$ cat src/rtl/pmon_pkg.sv
// Shared constants for the power-monitor I2C target: register pointers,
// reset values and the transaction FSM state encoding.
package pmon_pkg;

  localparam logic [7:0] PTR_CONFIG    = 8'h00;
  localparam logic [7:0] PTR_SHUNT_V   = 8'h01;
  localparam logic [7:0] PTR_BUS_V     = 8'h02;
  localparam logic [7:0] PTR_POWER     = 8'h03;
  localparam logic [7:0] PTR_CURRENT   = 8'h04;
  localparam logic [7:0] PTR_CALIB     = 8'h05;
  localparam logic [7:0] PTR_MASK_EN   = 8'h06;
  localparam logic [7:0] PTR_ALERT_LIM = 8'h07;
  localparam logic [7:0] PTR_DIE_ID    = 8'hFF;

  localparam logic [15:0] CONFIG_RST = 16'h4127;

  typedef enum logic [3:0] {
    IDLE       = 4'd0,
    ADDR       = 4'd1,
    ADDR_ACK   = 4'd2,
    PTR        = 4'd3,
    PTR_ACK    = 4'd4,
    WR_MSB     = 4'd5,
    WR_MSB_ACK = 4'd6,
    WR_LSB     = 4'd7,
    WR_LSB_ACK = 4'd8,
    RD_MSB     = 4'd9,
    RD_MSB_ACK = 4'd10,
    RD_LSB     = 4'd11,
    RD_LSB_ACK = 4'd12
  } i2c_state_t;

endpackage

$ cat src/rtl/i2c_bus_sync.sv
// Synchronizes the raw SCL/SDA pads and derives SCL edges plus START/STOP.
module i2c_bus_sync (
  input  logic i_clk,
  input  logic i_rst,
  input  logic i_scl,
  input  logic i_sda,
  output logic o_sda,
  output logic o_scl_rise,
  output logic o_scl_fall,
  output logic o_start,
  output logic o_stop
);

  // bit 0 = metastability flop, bit 1 = synchronized, bit 2 = history
  logic [2:0] r_scl_pipe;
  logic [2:0] r_sda_pipe;
  logic       w_scl_stable_hi;

  // Two-flop synchronizers plus one history flop, idle-high out of reset
  always_ff @(posedge i_clk) begin
    if (i_rst) begin
      r_scl_pipe <= 3'b111;
      r_sda_pipe <= 3'b111;
    end else begin
      r_scl_pipe <= {r_scl_pipe[1:0], i_scl};
      r_sda_pipe <= {r_sda_pipe[1:0], i_sda};
    end
  end

  // SDA edges only count as START/STOP while SCL is high and not itself moving
  assign w_scl_stable_hi = r_scl_pipe[1] & r_scl_pipe[2];

  assign o_sda      = r_sda_pipe[1];
  assign o_scl_rise = r_scl_pipe[1] & ~r_scl_pipe[2];
  assign o_scl_fall = ~r_scl_pipe[1] & r_scl_pipe[2];
  assign o_start    = w_scl_stable_hi & r_sda_pipe[2] & ~r_sda_pipe[1];
  assign o_stop     = w_scl_stable_hi & ~r_sda_pipe[2] & r_sda_pipe[1];

endmodule

$ cat src/rtl/pmon_i2c_target.sv
// I2C target exposing a pointer-addressed bank of 16-bit power-monitor registers.
module pmon_i2c_target #(
  parameter logic [6:0]  SLAVE_ADDR = 7'h40,
  parameter logic [15:0] DIE_ID_VAL = 16'h2260
) (
  input  logic        CLK_24,
  input  logic        RESET,
  input  logic        SCL_IN,
  input  logic        SDA_IN,
  output logic        SDA_OE,
  input  logic [15:0] SHUNT_V,
  input  logic [15:0] BUS_V,
  input  logic [15:0] POWER,
  input  logic [15:0] CURRENT,
  output logic [15:0] CONFIG,
  output logic [15:0] CALIB,
  output logic [15:0] MASK_EN,
  output logic [15:0] ALERT_LIM,
  output logic        WR_STROBE,
  output logic [7:0]  WR_PTR
);
  import pmon_pkg::*;

  logic w_sda, w_scl_rise, w_scl_fall, w_start, w_stop;

  i2c_bus_sync u_sync (
    .i_clk      (CLK_24),
    .i_rst      (RESET),
    .i_scl      (SCL_IN),
    .i_sda      (SDA_IN),
    .o_sda      (w_sda),
    .o_scl_rise (w_scl_rise),
    .o_scl_fall (w_scl_fall),
    .o_start    (w_start),
    .o_stop     (w_stop)
  );

  i2c_state_t  r_state, w_state_nxt;
  logic [3:0]  r_bit_cnt, w_cnt_nxt;
  logic [7:0]  r_shift, w_shift_nxt;
  logic        r_sda_oe, w_oe_nxt;
  logic        w_snap, w_load_ptr, w_load_msb, w_commit;
  logic [7:0]  r_ptr, r_wr_msb, r_wr_ptr;
  logic [15:0] r_shadow, w_rd_val;
  logic [15:0] r_config, r_calib, r_mask_en, r_alert_lim;
  logic        r_wr_strobe;

  // Read mux feeding the shadow snapshot
  always_comb begin
    w_rd_val = 16'h0000;
    case (r_ptr)
      PTR_CONFIG:    w_rd_val = r_config;
      PTR_SHUNT_V:   w_rd_val = SHUNT_V;
      PTR_BUS_V:     w_rd_val = BUS_V;
      PTR_POWER:     w_rd_val = POWER;
      PTR_CURRENT:   w_rd_val = CURRENT;
      PTR_CALIB:     w_rd_val = r_calib;
      PTR_MASK_EN:   w_rd_val = r_mask_en;
      PTR_ALERT_LIM: w_rd_val = r_alert_lim;
      PTR_DIE_ID:    w_rd_val = DIE_ID_VAL;
      default:       w_rd_val = 16'h0000;
    endcase
  end

  // FSM state register
  always_ff @(posedge CLK_24) begin
    if (RESET) begin
      r_state <= IDLE;
    end else begin
      r_state <= w_state_nxt;
    end
  end

  // Next state and datapath controls; bits sampled on SCL rise, SDA_OE moved on SCL fall
  always_comb begin
    w_state_nxt = r_state;
    w_cnt_nxt   = r_bit_cnt;
    w_shift_nxt = r_shift;
    w_oe_nxt    = r_sda_oe;
    w_snap      = 1'b0;
    w_load_ptr  = 1'b0;
    w_load_msb  = 1'b0;
    w_commit    = 1'b0;
    if (w_stop) begin
      w_state_nxt = IDLE;
      w_cnt_nxt   = 4'd0;
      w_oe_nxt    = 1'b0;
    end else if (w_start) begin
      w_state_nxt = ADDR;
      w_cnt_nxt   = 4'd0;
      w_oe_nxt    = 1'b0;
    end else if (w_scl_rise) begin
      case (r_state)
        ADDR, PTR, WR_MSB, WR_LSB: begin
          w_shift_nxt = {r_shift[6:0], w_sda};
          w_cnt_nxt   = r_bit_cnt + 4'd1;
        end
        RD_MSB, RD_LSB:         w_cnt_nxt   = r_bit_cnt + 4'd1;
        RD_MSB_ACK, RD_LSB_ACK: w_shift_nxt = {r_shift[6:0], w_sda};
        default:                w_cnt_nxt   = r_bit_cnt;
      endcase
    end else if (w_scl_fall) begin
      case (r_state)
        ADDR: begin
          if (r_bit_cnt == 4'd8) begin
            w_cnt_nxt = 4'd0;
            if (r_shift[7:1] == SLAVE_ADDR) begin
              w_state_nxt = ADDR_ACK;
              w_oe_nxt    = 1'b1;
            end else begin
              w_state_nxt = IDLE;
              w_oe_nxt    = 1'b0;
            end
          end else begin
            w_cnt_nxt = r_bit_cnt;
          end
        end
        ADDR_ACK: begin
          w_cnt_nxt = 4'd0;
          if (r_shift[0]) begin
            w_state_nxt = RD_MSB;
            w_snap      = 1'b1;
            w_oe_nxt    = ~w_rd_val[15];
          end else begin
            w_state_nxt = PTR;
            w_oe_nxt    = 1'b0;
          end
        end
        PTR, WR_MSB, WR_LSB: begin
          if (r_bit_cnt == 4'd8) begin
            w_cnt_nxt   = 4'd0;
            w_oe_nxt    = 1'b1;
            w_load_ptr  = (r_state == PTR);
            w_load_msb  = (r_state == WR_MSB);
            w_state_nxt = (r_state == PTR) ? PTR_ACK :
                          (r_state == WR_MSB) ? WR_MSB_ACK : WR_LSB_ACK;
          end else begin
            w_cnt_nxt = r_bit_cnt;
          end
        end
        PTR_ACK: begin
          w_state_nxt = WR_MSB;
          w_oe_nxt    = 1'b0;
        end
        WR_MSB_ACK: begin
          w_state_nxt = WR_LSB;
          w_oe_nxt    = 1'b0;
        end
        WR_LSB_ACK: begin
          w_state_nxt = IDLE;
          w_oe_nxt    = 1'b0;
          w_commit    = 1'b1;
        end
        RD_MSB, RD_LSB: begin
          if (r_bit_cnt == 4'd8) begin
            w_cnt_nxt   = 4'd0;
            w_oe_nxt    = 1'b0;
            w_state_nxt = (r_state == RD_MSB) ? RD_MSB_ACK : RD_LSB_ACK;
          end else if (r_state == RD_MSB) begin
            w_oe_nxt = ~r_shadow[4'd15 - r_bit_cnt];
          end else begin
            w_oe_nxt = ~r_shadow[4'd7 - r_bit_cnt];
          end
        end
        RD_MSB_ACK: begin
          w_cnt_nxt = 4'd0;
          if (!r_shift[0]) begin
            w_state_nxt = RD_LSB;
            w_oe_nxt    = ~r_shadow[7];
          end else begin
            w_state_nxt = IDLE;
            w_oe_nxt    = 1'b0;
          end
        end
        RD_LSB_ACK: begin
          w_cnt_nxt = 4'd0;
          if (!r_shift[0]) begin
            w_state_nxt = RD_MSB;
            w_snap      = 1'b1;
            w_oe_nxt    = ~w_rd_val[15];
          end else begin
            w_state_nxt = IDLE;
            w_oe_nxt    = 1'b0;
          end
        end
        default: w_state_nxt = IDLE;
      endcase
    end else begin
      w_state_nxt = r_state;
    end
  end

  // Datapath: shifter, pointer, read shadow and the atomic 16-bit register commit
  always_ff @(posedge CLK_24) begin
    if (RESET) begin
      r_bit_cnt   <= 4'd0;
      r_shift     <= 8'h00;
      r_sda_oe    <= 1'b0;
      r_ptr       <= 8'h00;
      r_wr_msb    <= 8'h00;
      r_shadow    <= 16'h0000;
      r_wr_strobe <= 1'b0;
      r_wr_ptr    <= 8'h00;
      r_config    <= CONFIG_RST;
      r_calib     <= 16'h0000;
      r_mask_en   <= 16'h0000;
      r_alert_lim <= 16'h0000;
    end else begin
      r_bit_cnt   <= w_cnt_nxt;
      r_shift     <= w_shift_nxt;
      r_sda_oe    <= w_oe_nxt;
      r_wr_strobe <= w_commit;
      if (w_snap)     r_shadow <= w_rd_val;
      if (w_load_ptr) r_ptr    <= r_shift;
      if (w_load_msb) r_wr_msb <= r_shift;
      if (w_commit) begin
        r_wr_ptr <= r_ptr;
        case (r_ptr)
          PTR_CONFIG:    r_config    <= {r_wr_msb, r_shift};
          PTR_CALIB:     r_calib     <= {r_wr_msb, r_shift};
          PTR_MASK_EN:   r_mask_en   <= {r_wr_msb, r_shift};
          PTR_ALERT_LIM: r_alert_lim <= {r_wr_msb, r_shift};
          default:       r_wr_ptr    <= r_ptr;
        endcase
      end
    end
  end

  assign SDA_OE    = r_sda_oe;
  assign WR_STROBE = r_wr_strobe;
  assign WR_PTR    = r_wr_ptr;
  assign CONFIG    = r_config;
  assign CALIB     = r_calib;
  assign MASK_EN   = r_mask_en;
  assign ALERT_LIM = r_alert_lim;

endmodule
$ cat config.mk
export PLATFORM = sky130hd
export DESIGN_NAME = pmon_i2c_target
export DESIGN_NICKNAME = d
export VERILOG_FILES = /design/src/rtl/pmon_pkg.sv /design/src/rtl/i2c_bus_sync.sv /design/src/rtl/pmon_i2c_target.sv
export SDC_FILE = /design/constraint.sdc
export NUM_CORES = 1
export LEC_CHECK = 0
export ABC_AREA = 1
export CAP_MARGIN = 5
export CORE_UTILIZATION = 40
export CTS_CLUSTER_SIZE = 30
export DETAILED_ROUTE_END_ITERATION = 7
export GPL_ROUTABILITY_DRIVEN = 0
export PLACE_DENSITY = 0.66
export RECOVER_POWER = 100
export SKIP_LAST_GASP = 1
export SLEW_MARGIN = 25
export SYNTH_ARGS = -nofsm -noshare
export SYNTH_HDL_FRONTEND = slang
export SYNTH_SLANG_ARGS = --single-unit
$ cat constraint.sdc
create_clock -name CLK_24 -period 2.17 [get_ports CLK_24]
set_input_delay 0.434 -clock CLK_24 [delete_from_list [all_inputs] [get_ports CLK_24]]
set_output_delay 0.434 -clock CLK_24 [all_outputs]
set_load 0.005 [all_outputs]
Word-level counts from Yosys, hierarchy flattened --
Index checks and enable logic that the tools add are counted.
Word-level totals: output and inout port bits 74, input port bits 68, word-level logic and storage cells 149, bits in registers 128
Operators by class: order comparisons 2, reductions and logical operators 21, bitwise logic cells 18, $add $sub $neg 3, equality and inequality tests 32, muxes and demuxes 57
Operator list (count):
- 16-bit case mux with 9 select lines | 1
- 4-bit two-way mux | 12
- 1-bit two-way mux | 36
- 8-bit by 3-bit == test with 1-bit output (second input constant) | 4
- 4-bit case mux with 8 select lines | 1
- 4-bit == test (second input constant) | 6
- 4-bit by 3-bit == test with 1-bit output (second input constant) | 4
- 8-bit by 2-bit == test with 1-bit output (second input constant) | 2
- 5-bit AND reduction | 3
- 3-bit OR reduction | 4
- 6-bit OR reduction | 2
- 1-bit NOT | 11
- 4-bit by 5-bit < comparator with 1-bit output (second input constant) | 2
- 2-bit inequality test (second input constant) | 5
- 3-bit by 2-bit inequality test with 1-bit output (second input constant) | 3
- 1-bit binary-select mux with 4-bit select | 2
- 4-bit by 2-bit == test with 1-bit output (second input constant) | 2
- 8-bit by 1-bit == test with 1-bit output (second input constant) | 1
- 8-bit == test (second input constant) | 1
- 8-bit zero test | 1
- 4-bit case mux with 2 select lines | 1
- 2-bit AND reduction | 4
- 4-bit AND reduction | 2
- 1-bit AND | 7
- 14 further kinds | 16

Logic depth before layout (Yosys ltp) --
word-level depth 8, gate-level depth with buffers 13, mapped depth without buffers 12

Cells and area by module --
Synthesis repeated with hierarchy kept, for this count alone.
Second synthesis, totals: cells, all modules 900, area, all modules 6338.6 um^2
By module, submodules not included:
- pmon_i2c_target | seq. area each 2442.3 um^2, instances 1, area an instance 6140.9 um^2, cells an instance 876
- i2c_bus_sync | seq. area each 120.1 um^2, instances 1, area an instance 197.7 um^2, cells an instance 24

Worst setup path before layout --
Ideal clock, no wire load.
path kind register -> register, start point register u_sync.r_scl_pipe[2], end point register r_config[0] (netlist: CONFIG[0]), data arrival time 1568 ps, clock period less this slack 1706 ps, cell stages (with the launch flop) 12, setup time 138 ps, path slack 464 ps, path buffers 1, cell sequence dfxtp_1 > inv_1 > ha_1 > inv_2 > nand2_1 > nor2_4 > nand2_4 > nor2_4 > inv_2 > buf_6 > nand2_1 > o211ai_2
Between the ends: longest elaborated chain between the ends 6
Ends and longest elaborated chain:
- from (decl) | RTL line i2c_bus_sync.sv:15 | logic [2:0] r_scl_pipe;
- from (signal assigned) | RTL line i2c_bus_sync.sv:25 | r_scl_pipe <= {r_scl_pipe[1:0], i_scl};
- 1-bit AND (tied with other cells) | RTL line i2c_bus_sync.sv:35 | assign o_scl_fall = ~r_scl_pipe[1] & r_scl_pipe[2];
- 1-bit two-way mux (tied with other cells) | RTL line pmon_i2c_target.sv:102 | end else if (w_scl_fall) begin
- 1-bit two-way mux or 1-bit AND (tied branches) | RTL line pmon_i2c_target.sv:92, i2c_bus_sync.sv:36
- 1-bit two-way mux | RTL line pmon_i2c_target.sv:88 | end else if (w_start) begin
- 1-bit two-way mux (*) | RTL line pmon_i2c_target.sv:84 | if (w_stop) begin
- 2-bit AND reduction (no source line) (*)
- to (signal assigned) | RTL line pmon_i2c_target.sv:219 | PTR_CONFIG: r_config <= {r_wr_msb, r_shift};
- to (decl) | RTL line pmon_i2c_target.sv:45 | logic [15:0] r_config, r_calib, r_mask_en, r_alert_lim;
Mark *: on every way between the ends. The rest lies on a longest branch, timed or not. A chain may end at the register's enable or synchronous reset.

Worst setup path after layout --
start point register u_sync.r_scl_pipe[2], end point register r_alert_lim[14] (netlist: ALERT_LIM[14])
Between the ends: longest elaborated chain between the ends 6
Ends and longest elaborated chain:
- 1-bit AND (tied with other cells) | RTL line i2c_bus_sync.sv:35
- 1-bit two-way mux (tied with other cells) | RTL line pmon_i2c_target.sv:102
- 1-bit two-way mux or 1-bit AND (tied branches) | RTL line pmon_i2c_target.sv:92, i2c_bus_sync.sv:36
- 1-bit two-way mux | RTL line pmon_i2c_target.sv:88
- 1-bit two-way mux (*) | RTL line pmon_i2c_target.sv:84
- 2-bit AND reduction (no source line) (*)
- to (signal assigned) | RTL line pmon_i2c_target.sv:222 | PTR_ALERT_LIM: r_alert_lim <= {r_wr_msb, r_shift};
- to (decl) | RTL line pmon_i2c_target.sv:45
Marked as above.

==> run summary <==
wire length per cell: 17.9 um
leakage power: 3.60 nW
Syn Inst Count: 869
Root Buffer: clkbuf_16
Worst Skew: 0.00867 ns
CTS tree: yes
post-synthesis register bit count: 128
Max Cap Viol: 0
Crit path buffers/inverters: 3
Vias: 6371
Post-CTS Hold Fix Bufs: 0
Core Region: 0.0151 mm2
commonest non-fill, non-tap cell in the layout: nand2_1
Slew @ Worst Pin: 1.17 ns
Seq/Total Area, Yosys: 41.3%
initial antenna violation count: 0
die extent in y: 126 um
Sink Count: 128
FF-to-FF path depth: 10
drt first pass iters: 6
Final TNS setup: 0 ns
WS Path Type: register to register
I/O pin count: 142
Iteration-0 DRC Markers: 633
grt total ovfl: 0
synth warn: 0
Unique masters post-synth: 40
Mapped Area: 0.00620 mm2
commonest non-fill, non-tap cells in the layout: nand2_1 (196), dfxtp_1 (128), a21oi_1 (101)
hold path start: u_sync.r_scl_pipe[0]$_SDFF_PP1_
Area Overhead vs Synth: 32.2%
Reg-to-Reg Start: u_sync.r_scl_pipe[2]$_SDFF_PP1_
final WL: 21.6 mm
CTS H-Tree Depth: 4
switch share: 24.1%
Via density: 5.29
internal power: 3.96 mW
final setup vio count: 0
WHS Path Cells: 1
HPWL after DPL: 15.6 mm
hold path endpoint: u_sync.r_scl_pipe[1]$_SDFF_PP1_
CP Data Arrival Time: 2.30 ns
max-slew headroom at the worst pin: 21.7%
Antenna diodes: 0
layout cells sized above 1: 10.0%
Peak VDD IR: 0.576 mV
Skew-Pair Late Insertion Delay: 0.42 ns
share of the clock period used by the worst path: 91.6%
WHS: 0.414 ns
Storage cell area: 0.00256 mm2
R2R setup slack: 0.18 ns
total track usage: 27.6%
switching pwr: 1.26 mW
Power Density: 637 mW/mm2
final hold violation count: 0
syn avg cell area: 7.13 um2
Clock Path Buffers: 2
Final #Nets: 1077
upper clock frequency limit: 0.503 GHz
Slowest Stage Delay on Critical Path: 0.36 ns
CTS buffer count: 17
Hold WC Path Type: register to register
Seq pwr share: 45.3%
setup repair bufs after CTS: 0
fill count: 1470
largest net degree at the start of global routing: 100
CP Launch Type: register
max-slew violation count: 0
crit-path max FO: 13
Clock power frac: 50.0%
# DRC: 0
vias in the first global route: 5837
critical path required time: 2.48 ns
slowest CP cell: dfxtp_1
Clock Pin Slew Worst Setup and Hold Paths: 0.06 ns
Logic pwr share: 4.7%
syn_nets: 942
critical path cell sequence: inv_1 > ha_1 > inv_2 > nand2_1 > nor2_4 > nand2_4 > nor2_4 > inv_1 > o21ai_0 > a21oi_1
I/O Buffers: 141
FF-to-FF End: ALERT_LIM[14]$_SDFFE_PP0P_
Core Util, Final: 54.1%
multi-input logic area: 0.00307 mm2
Cell Rows: 45
DRT antenna net count: 0
critical path capture point type: register
first-pass GRT wire length: 32.9 mm
Initial Util: 40.9%
total design power: 5.22 mW
die area: 0.0160 mm2
RSZ-0062 raised after global routing: false
width of the die: 126 um
Final min period: 1.99 ns
PostCTS Resize Cnt: 0
cell family with most CP delay: simple AND/OR/NAND/NOR gates
status: finished clean
==> synthesized netlist by cell type <==
library cell | n | share of area [%]
o21ai_0 | 84 | 6.8
inv_2 | 17 | 1.0
nor2_4 | 9 | 1.6
clkinv_2 | 1 | 0.081
inv_1 | 45 | 2.7
nand4_1 | 10 | 1.0
buf_4 | 13 | 1.6
o31ai_4 | 1 | 0.34
nor3_2 | 1 | 0.16
nand2_4 | 3 | 0.54
nand3_1 | 66 | 5.3
a22o_1 | 1 | 0.14
clkinv_1 | 2 | 0.12
buf_6 | 6 | 1.1
or2_2 | 4 | 0.40
nor3_1 | 4 | 0.32
clkinv_4 | 1 | 0.14
o21ai_1 | 20 | 1.6
a211oi_1 | 1 | 0.12
o211ai_1 | 2 | 0.24
and3_1 | 2 | 0.20
nor2_1 | 85 | 5.1
a21boi_0 | 1 | 0.12
o2111ai_1 | 1 | 0.14
nand2_2 | 8 | 0.81
a22oi_1 | 4 | 0.48
a21oi_2 | 10 | 1.4
nand2_1 | 193 | 12
a21oi_1 | 99 | 8.0
nor4_1 | 1 | 0.10
o22ai_1 | 2 | 0.20
clkbuf_1 | 13 | 0.79
o21ai_2 | 1 | 0.14
nand4_4 | 1 | 0.34
dfxtp_1 | 128 | 41
nor2_2 | 10 | 1.0
ha_1 | 5 | 1.0
o211ai_2 | 4 | 0.81
nand3b_1 | 1 | 0.12
buf_2 | 9 | 0.73
==> cell families (layout without fill, tap and decap cells) <==
family          after synthesis  in the layout  synth area share [%]
flops                       128            128                  41.3
fa+ha+maj                     5              5                  1.01
simple gates                398            398                  28.8
buf+inv                     107            255                  8.28
compound gates              231            231                  20.5
==> registers in the layout, indices dropped and copies added, names as in the netlist <==
signal and count:
ALERT_LIM 16, CALIB 16, CONFIG 16, MASK_EN 16, SDA_OE 1, WR_PTR 8
WR_STROBE 1, r_bit_cnt 4, r_ptr 8, r_shadow 16, r_shift 8, r_state 4
r_wr_msb 8, u_sync.r_scl_pipe 3, u_sync.r_sda_pipe 3
==> layer usage <==
metal | vias to the layer above | wire length, um | GRT usage [%]
li1 | 3159 | - | -
met1 | 2877 | 10100 | 39.2
met2 | 287 | 9280 | 40.8
met3 | 48 | 1650 | 6.07
met4 | 0 | 555 | 9.99
met5 | - | 0 | 0
==> stage by stage <==
step | cell area (um2) | setup slack (ns) | cells
after floorplan | 6200 | 0.464 | 869
after global placement | 7720 | 0.297 | 1173
after detailed placement | 7720 | 0.243 | 1173
after CTS | 8250 | 0.234 | 1205
after global routing | 8200 | 0.0334 | 1205
final | 8200 | 0.183 | 1205
==> worst max path at each step <==
stage	start	to	slack [ns]	cells past startpoint
2_1_floorplan	u_sync.r_scl_pipe[2]$_SDFF_PP1_	CONFIG[0]$_SDFFE_PP1P_	0.46	11
3_3_place_gp	u_sync.r_scl_pipe[2]$_SDFF_PP1_	ALERT_LIM[1]$_SDFFE_PP0P_	0.30	10
3_5_place_dp	u_sync.r_scl_pipe[2]$_SDFF_PP1_	ALERT_LIM[6]$_SDFFE_PP0P_	0.24	10
4_1_cts	u_sync.r_scl_pipe[2]$_SDFF_PP1_	ALERT_LIM[6]$_SDFFE_PP0P_	0.23	10
5_1_grt	u_sync.r_scl_pipe[2]$_SDFF_PP1_	CALIB[1]$_SDFFE_PP0P_	0.03	10
6_report	u_sync.r_scl_pipe[2]$_SDFF_PP1_	ALERT_LIM[14]$_SDFFE_PP0P_	0.18	10
==> power groups by stage <==
stage | Clock, mW | Sequential, mW | Combinational [mW]
after global routing | 2.76 | 2.37 | 0.264
after global placement | 0 | 2.42 | 0.248
after floorplan | 0 | 2.42 | 0.0910
final | 2.61 | 2.37 | 0.246
after detailed placement | 0 | 2.42 | 0.248
after CTS | 2.65 | 2.37 | 0.250
==> area by class of cell <==
class	count	area share [%]
Sequential cell	128	31.3
Tap cell	188	2.87
Inverter	66	3.08
Timing Repair Buffer	157	18.8
Clock buffer	17	5.19
Multi-Input combinational cell	634	37.5
Clock inverter	15	1.34
(Power assumes the default switching activity.)
